[src/rtl/tile_sched_ctrl_if.sv]
// Host/output-stage handshake bundle for the tile scheduler.
// The scheduler connects through the slave modport; the driving side uses master.
interface tile_sched_ctrl_if #(
  parameter int ARR     = 4,
  parameter int DIM_W   = 6,
  parameter int DW      = 8,
  parameter int IDX_W   = DIM_W,
  parameter int OADDR_W = 2*IDX_W,
  parameter int PAD_W   = $clog2(ARR*DW+1)
);
  logic               start;
  logic               abort;
  logic [DIM_W-1:0]   dim_m;
  logic [DIM_W-1:0]   dim_n;
  logic [DIM_W-1:0]   dim_t;
  logic               tile_done;
  logic               load_i;
  logic               load_w;
  logic               calc_en;
  logic               acc_first;
  logic               busy;
  logic               done;
  logic               err;
  logic [IDX_W-1:0]   m_idx;
  logic [IDX_W-1:0]   n_idx;
  logic [IDX_W-1:0]   t_idx;
  logic [OADDR_W-1:0] o_addr;
  logic [PAD_W-1:0]   pad_sh;

  modport master (
    output start, abort, dim_m, dim_n, dim_t, tile_done,
    input  load_i, load_w, calc_en, acc_first, busy, done, err,
    input  m_idx, n_idx, t_idx, o_addr, pad_sh
  );

  modport slave (
    input  start, abort, dim_m, dim_n, dim_t, tile_done,
    output load_i, load_w, calc_en, acc_first, busy, done, err,
    output m_idx, n_idx, t_idx, o_addr, pad_sh
  );
endinterface

[src/rtl/tile_sched_ctrl.sv]
// Tile scheduler for an ARRxARR weight-stationary MAC array: walks t/n/m output tiles.
// Optional STALL_CNT_EN adds a saturating count of cycles spent waiting in DRAIN.
module tile_sched_ctrl #(
  parameter int ARR      = 4,
  parameter int DIM_W    = 6,
  parameter int DW       = 8,
  parameter int LOAD_CYC = ARR,
  parameter int CALC_CYC = ARR,
  parameter int IDX_W    = DIM_W,
  parameter int OADDR_W  = 2*IDX_W
) (
  input  logic              CLK,
  input  logic              RSTN,
  tile_sched_ctrl_if.slave  bus
`ifdef STALL_CNT_EN
  ,
  output logic [15:0]       stall_cnt
`endif
);

  localparam int PAD_W  = $clog2(ARR*DW+1);
  localparam int PH_MAX = (LOAD_CYC > CALC_CYC) ? LOAD_CYC : CALC_CYC;
  localparam int PH_W   = $clog2(PH_MAX+1);

  localparam logic [2:0] IDLE      = 3'd0;
  localparam logic [2:0] LOAD_BOTH = 3'd1;
  localparam logic [2:0] LOAD_I    = 3'd2;
  localparam logic [2:0] RUN       = 3'd3;
  localparam logic [2:0] DRAIN     = 3'd4;
  localparam logic [2:0] FIN       = 3'd5;

  function automatic logic [DIM_W-1:0] tiles(input logic [DIM_W-1:0] d);
    logic [DIM_W:0] s;
    s = {1'b0, d} + (DIM_W+1)'(ARR-1);
    return DIM_W'(s / (DIM_W+1)'(ARR));
  endfunction

`ifdef STALL_CNT_EN
  function automatic logic [15:0] sat_inc16(input logic [15:0] v);
    return (v == 16'hFFFF) ? v : v + 16'd1;
  endfunction
`endif

  logic [2:0]       state, state_nxt;
  logic [PH_W-1:0]  ph;
  logic [DIM_W-1:0] dm_r, dn_r, dt_r;
  logic [DIM_W-1:0] tm, tn, tt;
  logic [IDX_W-1:0] m_idx, n_idx, t_idx;
  logic [IDX_W-1:0] m_nxt, n_nxt, t_nxt;
  logic             dims_ok, accept, reject, tile_adv;
  logic             last_m, last_n, last_t;
  logic             err_r;
  int               rem, rem_n;

  assign tm = tiles(dm_r);
  assign tn = tiles(dn_r);
  assign tt = tiles(dt_r);

  always_comb begin
    dims_ok  = (bus.dim_m != '0) && (bus.dim_n != '0) && (bus.dim_t != '0);
    accept   = (state == IDLE) && bus.start && dims_ok && !bus.abort;
    reject   = (state == IDLE) && bus.start && !dims_ok && !bus.abort;
    last_m   = int'(m_idx) == int'(tm) - 1;
    last_n   = int'(n_idx) == int'(tn) - 1;
    last_t   = int'(t_idx) == int'(tt) - 1;
    tile_adv = (state == DRAIN) && bus.tile_done && !bus.abort;

    // m sweeps fastest so the resident W tile B(n,t) is reused across the column
    m_nxt = last_m ? '0 : m_idx + IDX_W'(1);
    n_nxt = n_idx;
    t_nxt = t_idx;
    if (last_m) begin
      n_nxt = last_n ? '0 : n_idx + IDX_W'(1);
      if (last_n) t_nxt = t_idx + IDX_W'(1);
    end

    state_nxt = state;
    case (state)
      IDLE:      if (bus.start && dims_ok) state_nxt = LOAD_BOTH;
      LOAD_BOTH,
      LOAD_I:    if (ph == PH_W'(LOAD_CYC-1)) state_nxt = RUN;
      RUN:       if (ph == PH_W'(CALC_CYC-1)) state_nxt = DRAIN;
      DRAIN: begin
        if (bus.tile_done) begin
          if (last_m && last_n && last_t) state_nxt = FIN;
          else                            state_nxt = (m_nxt == '0) ? LOAD_BOTH : LOAD_I;
        end
      end
      FIN:       state_nxt = IDLE;
      default:   state_nxt = IDLE;
    endcase
    if (bus.abort) state_nxt = IDLE;
  end

  always_ff @(posedge CLK or negedge RSTN) begin
    if (!RSTN) begin
      state <= IDLE;
      ph    <= '0;
      err_r <= 1'b0;
      dm_r  <= '0;
      dn_r  <= '0;
      dt_r  <= '0;
      m_idx <= '0;
      n_idx <= '0;
      t_idx <= '0;
    end else begin
      state <= state_nxt;
      ph    <= (state_nxt != state) ? '0 : ph + PH_W'(1);
      err_r <= reject;
      if (accept) begin
        dm_r  <= bus.dim_m;
        dn_r  <= bus.dim_n;
        dt_r  <= bus.dim_t;
        m_idx <= '0;
        n_idx <= '0;
        t_idx <= '0;
      end else if (tile_adv && state_nxt != FIN) begin
        m_idx <= m_nxt;
        n_idx <= n_nxt;
        t_idx <= t_nxt;
      end
    end
  end

`ifdef STALL_CNT_EN
  always_ff @(posedge CLK or negedge RSTN) begin
    if (!RSTN)                stall_cnt <= '0;
    else if (accept)          stall_cnt <= '0;
    else if (state == DRAIN)  stall_cnt <= sat_inc16(stall_cnt);
  end
`endif

  // Remaining depth can exceed ARR on non-final slices; treat that (and idle zero) as a full slice
  always_comb begin
    rem   = int'(dn_r) - int'(n_idx) * ARR;
    rem_n = (rem > 0 && rem < ARR) ? rem : ARR;
  end

  assign bus.load_i    = (state == LOAD_BOTH) || (state == LOAD_I);
  assign bus.load_w    = (state == LOAD_BOTH);
  assign bus.calc_en   = (state == RUN);
  assign bus.busy      = (state != IDLE);
  assign bus.done      = (state == FIN);
  assign bus.err       = err_r;
  assign bus.acc_first = bus.busy && (n_idx == '0);
  assign bus.pad_sh    = bus.busy ? PAD_W'((ARR - rem_n) * DW) : '0;
  assign bus.m_idx     = m_idx;
  assign bus.n_idx     = n_idx;
  assign bus.t_idx     = t_idx;
  assign bus.o_addr    = OADDR_W'(int'(m_idx) * int'(tt) + int'(t_idx));

endmodule

[src/flat_wrapper.sv]
// flat-port wrapper written by rule: the top's interface ports become plain ports
module tile_sched_ctrl_flat 
#(
  parameter int ARR      = 4,
  parameter int DIM_W    = 6,
  parameter int DW       = 8,
  parameter int LOAD_CYC = ARR,
  parameter int CALC_CYC = ARR,
  parameter int IDX_W    = DIM_W,
  parameter int OADDR_W  = 2*IDX_W
)
  (CLK, RSTN, bus_start, bus_abort, bus_dim_m, bus_dim_n, bus_dim_t, bus_tile_done, bus_load_i, bus_load_w, bus_calc_en, bus_acc_first, bus_busy, bus_done, bus_err, bus_m_idx, bus_n_idx, bus_t_idx, bus_o_addr, bus_pad_sh);
  tile_sched_ctrl_if #(.ARR(ARR), .DIM_W(DIM_W), .DW(DW), .IDX_W(IDX_W), .OADDR_W(OADDR_W)) bus_i ();
  input  logic CLK;
  input  logic RSTN;
  input wire logic [$bits(bus_i.start)-1:0] bus_start;
  input wire logic [$bits(bus_i.abort)-1:0] bus_abort;
  input wire logic [$bits(bus_i.dim_m)-1:0] bus_dim_m;
  input wire logic [$bits(bus_i.dim_n)-1:0] bus_dim_n;
  input wire logic [$bits(bus_i.dim_t)-1:0] bus_dim_t;
  input wire logic [$bits(bus_i.tile_done)-1:0] bus_tile_done;
  output wire logic [$bits(bus_i.load_i)-1:0] bus_load_i;
  output wire logic [$bits(bus_i.load_w)-1:0] bus_load_w;
  output wire logic [$bits(bus_i.calc_en)-1:0] bus_calc_en;
  output wire logic [$bits(bus_i.acc_first)-1:0] bus_acc_first;
  output wire logic [$bits(bus_i.busy)-1:0] bus_busy;
  output wire logic [$bits(bus_i.done)-1:0] bus_done;
  output wire logic [$bits(bus_i.err)-1:0] bus_err;
  output wire logic [$bits(bus_i.m_idx)-1:0] bus_m_idx;
  output wire logic [$bits(bus_i.n_idx)-1:0] bus_n_idx;
  output wire logic [$bits(bus_i.t_idx)-1:0] bus_t_idx;
  output wire logic [$bits(bus_i.o_addr)-1:0] bus_o_addr;
  output wire logic [$bits(bus_i.pad_sh)-1:0] bus_pad_sh;
  assign bus_i.start = bus_start;
  assign bus_i.abort = bus_abort;
  assign bus_i.dim_m = bus_dim_m;
  assign bus_i.dim_n = bus_dim_n;
  assign bus_i.dim_t = bus_dim_t;
  assign bus_i.tile_done = bus_tile_done;
  assign bus_load_i = bus_i.load_i;
  assign bus_load_w = bus_i.load_w;
  assign bus_calc_en = bus_i.calc_en;
  assign bus_acc_first = bus_i.acc_first;
  assign bus_busy = bus_i.busy;
  assign bus_done = bus_i.done;
  assign bus_err = bus_i.err;
  assign bus_m_idx = bus_i.m_idx;
  assign bus_n_idx = bus_i.n_idx;
  assign bus_t_idx = bus_i.t_idx;
  assign bus_o_addr = bus_i.o_addr;
  assign bus_pad_sh = bus_i.pad_sh;
  tile_sched_ctrl #(.ARR(ARR), .DIM_W(DIM_W), .DW(DW), .LOAD_CYC(LOAD_CYC), .CALC_CYC(CALC_CYC), .IDX_W(IDX_W), .OADDR_W(OADDR_W)) u_core (.CLK(CLK), .RSTN(RSTN), .bus(bus_i));
endmodule
[config.mk]
export PLATFORM = sky130hd
export DESIGN_NAME = tile_sched_ctrl_flat
export DESIGN_NICKNAME = d
export VERILOG_FILES = /design/src/rtl/tile_sched_ctrl_if.sv /design/src/rtl/tile_sched_ctrl.sv /design/src/flat_wrapper.sv
export SDC_FILE = /design/constraint.sdc
export NUM_CORES = 1
export LEC_CHECK = 0
export CAP_MARGIN = 40
export CORE_UTILIZATION = 30
export CTS_CLUSTER_SIZE = 24
export DETAILED_ROUTE_END_ITERATION = 10
export SLEW_MARGIN = 10
export SYNTH_ARGS = -nofsm -noshare
export SYNTH_HDL_FRONTEND = slang
export SYNTH_SLANG_ARGS = --single-unit
[constraint.sdc]
create_clock -name CLK -period 16.25 [get_ports CLK]
set_clock_uncertainty 0.1 [all_clocks]
set_input_delay 3.25 -clock CLK [delete_from_list [all_inputs] [get_ports CLK]]
set_output_delay 3.25 -clock CLK [all_outputs]
set_load 0.03 [all_outputs]
### Word-level counts from Yosys, hierarchy flattened

Cells that the tools add are included.

* add/sub/neg operators: 13
* multiply operators: 1
* magnitude comparators: 2
* eq/ne operators: 11
* muxes and demuxes: 22
* reductions and logical operators: 31

Operators with widths (count)
* 7-bit by 32-bit equality test with 1-bit output: 3
* 6-bit 2-to-1 mux: 12
* 3-bit 2-to-1 mux: 8
* 6-bit by 2-bit adder with 7-bit output (second input constant): 3
* 6-bit by 1-bit adder with 6-bit output (second input constant): 3
* 6-bit nonzero test: 3
* 5-bit by 1-bit subtractor with 6-bit output (second input constant): 3
* 1-bit logical AND: 15
* 12-bit by 7-bit adder with 12-bit output: 1
* 6-bit zero test: 2
* 3-bit one-hot mux with 4 select lines: 1
* 6-bit by 5-bit multiplier with 11-bit output: 1
* 3-bit by 2-bit equality test with 1-bit output (second input constant): 3
* 9-bit by 1-bit > comparator with 1-bit output (second input constant): 1
* 9-bit by 4-bit < comparator with 1-bit output (second input constant): 1
* 6-bit by 8-bit subtractor with 9-bit output: 1
* 3-bit equality test (second input constant): 2
* 2-bit nonzero test: 3
* 3-bit by 1-bit adder with 3-bit output (second input constant): 1
* 3-bit by 1-bit equality test with 1-bit output (second input constant): 1
* 3-bit zero test: 1
* 3-bit != test: 1
* 3-bit != test (second input constant): 1
* 3-bit AND reduction: 1
* 7 further kinds: 8

* register bits: 43
* input bits: 23
* output and inout bits: 43

### Longest topological paths before layout

* word-level depth: 14
* depth in mapped cells: 18
* mapped depth without buffers: 17

### Least setup slack after synthesis

No wires, ideal clock.

* kind: reg-to-output
* start: register u_core.dt_r[0]
* end: output bus_o_addr[11]
* data arrival time: 4.854 ns
* required time: 12.900 ns
* slack: 8.046 ns
* cell stages (with the launch flop): 16
* path buffers: 0
* cells stage by stage: dfrtp_1 o2111ai_1 xnor2_1 nand2b_1 fa_1 fa_1 fa_1 inv_1 ha_1 a21oi_1 xnor2_1 ha_1 o21ai_0 a21oi_1 nand3_1 nor3b_1

* longest elaborated chain between the ends: 3

RTL lines
* start: declaration: RTL line tile_sched_ctrl.sv:46 `logic [DIM_W-1:0] dm_r, dn_r, dt_r;`
* start signal: assignment: RTL line tile_sched_ctrl.sv:113 `dt_r <= bus.dim_t;`
* 6-bit by 2-bit adder with 7-bit output: RTL line tile_sched_ctrl.sv:34 `s = {1'b0, d} + (DIM_W+1)'(ARR-1);`
* 6-bit by 5-bit multiplier with 11-bit output: RTL line tile_sched_ctrl.sv:150 `assign bus.o_addr = OADDR_W'(int'(m_idx) * int'(tt) + int'(t_idx));`
* 12-bit by 7-bit adder with 12-bit output: RTL line tile_sched_ctrl.sv:150
* end: declaration: RTL line flat_wrapper.sv:32 `output wire logic [$bits(bus_i.o_addr)-1:0] bus_o_addr;`

No other way between the ends.

### Worst setup path after layout

* start: register u_core.dt_r[2]
* end: output bus_o_addr[11]

The elaborated chain is that of the path after synthesis.

==> metrics.csv <==
metric,value,unit
fp.dieW,121,microns
final_util,37.7,%
area_growth,22.3,%
numCtsBuffers,5,
leakage,2.37,nW
synthDistinctLibCells,60,
drc,0,
dpl.hpwl,8210,microns
path_max_fanout,7,
outcome,completed,
hold_viol,0,
cp_cell_sequence,"o2111ai_1, xnor2_1, nand2b_1, fa_1, fa_1, fa_1, inv_1, ha_1, a21oi_1, xnor2_1, ha_1, o21ai_0, a21oi_1, nand3_1, nor3b_1, clkdlybuf4s50_1",
synth_edf_count,0,
hold_path_class,reg -> reg,
num_vias,3774,
finalSetupViolations,0,
start_util,30.8,%
syn_area_per_cell,8.30,sq um
h-tree-depth,2,
critPathSlowestCell,clkdlybuf4s50_1,
viasPerCell,5.06,
critical_path.endpoint_type,primary output,
cp_top_family,adder cells,
netlist_instances,515,
yosysSeqAreaShare,25.2,%
antenna_found_initial,0,
cts_hold_buf,0,
numPortBuffers,62,
crit_type,reg -> out,
clk_path_buf_depth,2,
place_congestion,0.798,
cp-start-kind,flip-flop,
overflow,0,
clkTransAtPathRegs,0.06,ns
post_cts_buffers,0,
setup-tns-final,0,ns
ant_nets,0,
drt-total-wl,10500,microns
grt_pass1_vias,3677,
worstPathRequired,12.90,ns
synth-seq-cells,43,
drive_gt1_share,4.06,%
vdd_drop_max,0.000133,V
grt_pass1_wl,17800,microns
grt_use_total,15.1,%
post-route-period-util,55.4,%
synth-async-reset-ratio,100,%
root_buffer,clkbuf_16,
cp_num_buf_inv,2,
core,13900,sq um
tightest_slew,0.622,ns
slew_headroom,58.2,%
critical_path_arrival,5.66,ns
finalNetCount,642,
drt_iter0_drc,137,
first_pass_iters,4,
yosys_warnings,0,
cts-resized-gates,0,
die_y,121,microns
row_count,43,
clock-sinks,43,
power_density,147,nW/um^2
ios,66,
slew_viol_final,0,
grt_max_degree,36,
fmax,0.111,GHz
maxCapViolCount,0,
syn_area,4270,sq um
dieArea,14700,sq um
min_period,9.01,ns
clock_latency,0.28,ns
rsz0062_at_grt,false,
crit_top_cell,fa_1,
post_drt_wl_per_cell,14.0,microns
ys.flop_type,dfrtp_1,
n_antenna_cell,0,
cts_tree,built,
crit_path_max_incr_delay,0.70,ns
==> routing by layer <==
metal	global-route usage, %	up-vias	wire length [microns]	part of all wire [%]
li1	-	1872	-	-
met1	19.2	1815	4740	45
met2	26.9	83	5210	50
met3	1.97	4	445	4.3
met4	3.01	0	54	0.52
met5	0	-	0	0
==> cells in the mapped netlist, drive strengths merged, types with 2 or more instances <==
library cell  number  share of area (%)
a211oi             3               0.53
a21o               7                1.2
a21oi             27                3.2
a31oi              4               0.59
and2               7                1.1
and3b              3               0.62
and4               2               0.41
buf                6               0.94
clkbuf            18                1.6
dfrtp             43                 25
fa                14                6.6
ha                39                 11
inv               40                3.5
mux2i              6                1.4
nand2             78                6.9
nand2b             7                1.0
nand3             12                1.4
nand4              4               0.94
nor2              35                3.1
nor2b             13                1.9
nor3              18                2.2
nor3b              7                1.2
nor4               9                1.7
nor4b              2               0.70
o2111ai            2               0.41
o211a              2               0.47
o211ai             7                1.2
o21a               3               0.53
o21ai             19                2.2
o21bai             3               0.53
o31a               3               0.62
o41ai              2               0.41
or3                8                1.2
or4                4               0.70
xnor2             22                4.5
xnor3              2                1.1
xor2              18                3.7
==> cell type report <==
type | count | area, sq um
Multi-Input combinational cell | 409 | 2950
Fill cell | 1440 | 8650
Inverter | 41 | 154
Clock inverter | 1 | 30.0
Clock buffer | 6 | 129
Sequential cell | 43 | 1080
Timing Repair Buffer | 66 | 662
Tap cell | 180 | 225
==> flip-flops by register name, summed over array words and instances (netlist names) <==
register          cells
u_core.dm_r           6
u_core.bus.t_idx      6
u_core.bus.m_idx      6
u_core.state          3
u_core.dt_r           6
u_core.bus.n_idx      6
u_core.ph             3
u_core.bus.err        1
u_core.dn_r           6
==> logic make-up (layout without fill, tap and decap cells) <==
group                    count (synthesis)  after routing  synth area share, %
buffers and inverters                   65            114                 6.12
AND/OR/NAND/NOR                        213            213                 25.8
AO/OA/AOI/OAI                           91             91                 13.9
XOR/XNOR                                42             42                 9.25
multiplexers                             7              7                 1.67
adder cells (fa/ha/maj)                 53             53                 18.0
flip-flops                              43             43                 25.2
other                                    1              3               0.0878
==> path summary, 6_finish.rpt <==
check,startpoint,to,slack (ns),depth (start not counted)
worst max register to register,u_core.dt_r[0],u_core.bus.t_idx[4],12.51,11
worst min-delay path,u_core.ph[0],u_core.ph[0],0.34,1
worst max-delay path,u_core.dt_r[2],bus_o_addr[11],7.24,16
min in group asynchronous,RSTN,u_core.ph[2],2.76,1
max in group asynchronous,RSTN,u_core.dn_r[2],12.80,2
worst min register to register,u_core.ph[0],u_core.ph[0],0.34,1
==> metrics by stage <==
step	total power [W]	hold WS (ns)	cells	worst slack, ns	cell area (sq um)
2_1_floorplan	0.000526	0.310	517	8.05	4280
3_3_place_gp	0.000649	0.320	737	7.70	5040
3_5_place_dp	0.000659	0.332	739	7.51	5070
4_1_cts	0.000774	0.342	746	7.19	5230
5_1_grt	0.000839	0.365	746	6.81	5230
6_report	0.000767	0.337	746	7.24	5230
==> where the power goes <==
| group | internal (W) | switching (W) |
|---|---|---|
| combinational | 0.000226 | 0.000282 |
| sequential | 0.000124 | 0.0000248 |
| clock | 0.0000717 | 0.0000400 |
==> layout by cell type (no fill, tap or decap), types with 8 or more instances in the layout <==
master / Yosys / routed
nor3_1: 17 / 17
nor4_1: 8 / 8
o21ai_0: 17 / 17
or3_1: 8 / 8
ha_1: 39 / 39
clkdlybuf4s50_1: 0 / 61
fa_1: 14 / 14
nand2_1: 77 / 77
nand3_1: 12 / 12
xor2_1: 18 / 18
xnor2_1: 22 / 22
nor2b_1: 13 / 13
a21oi_1: 27 / 27
dfrtp_1: 43 / 43
inv_1: 40 / 40
nor2_1: 35 / 35
(Power assumes the default switching activity.)
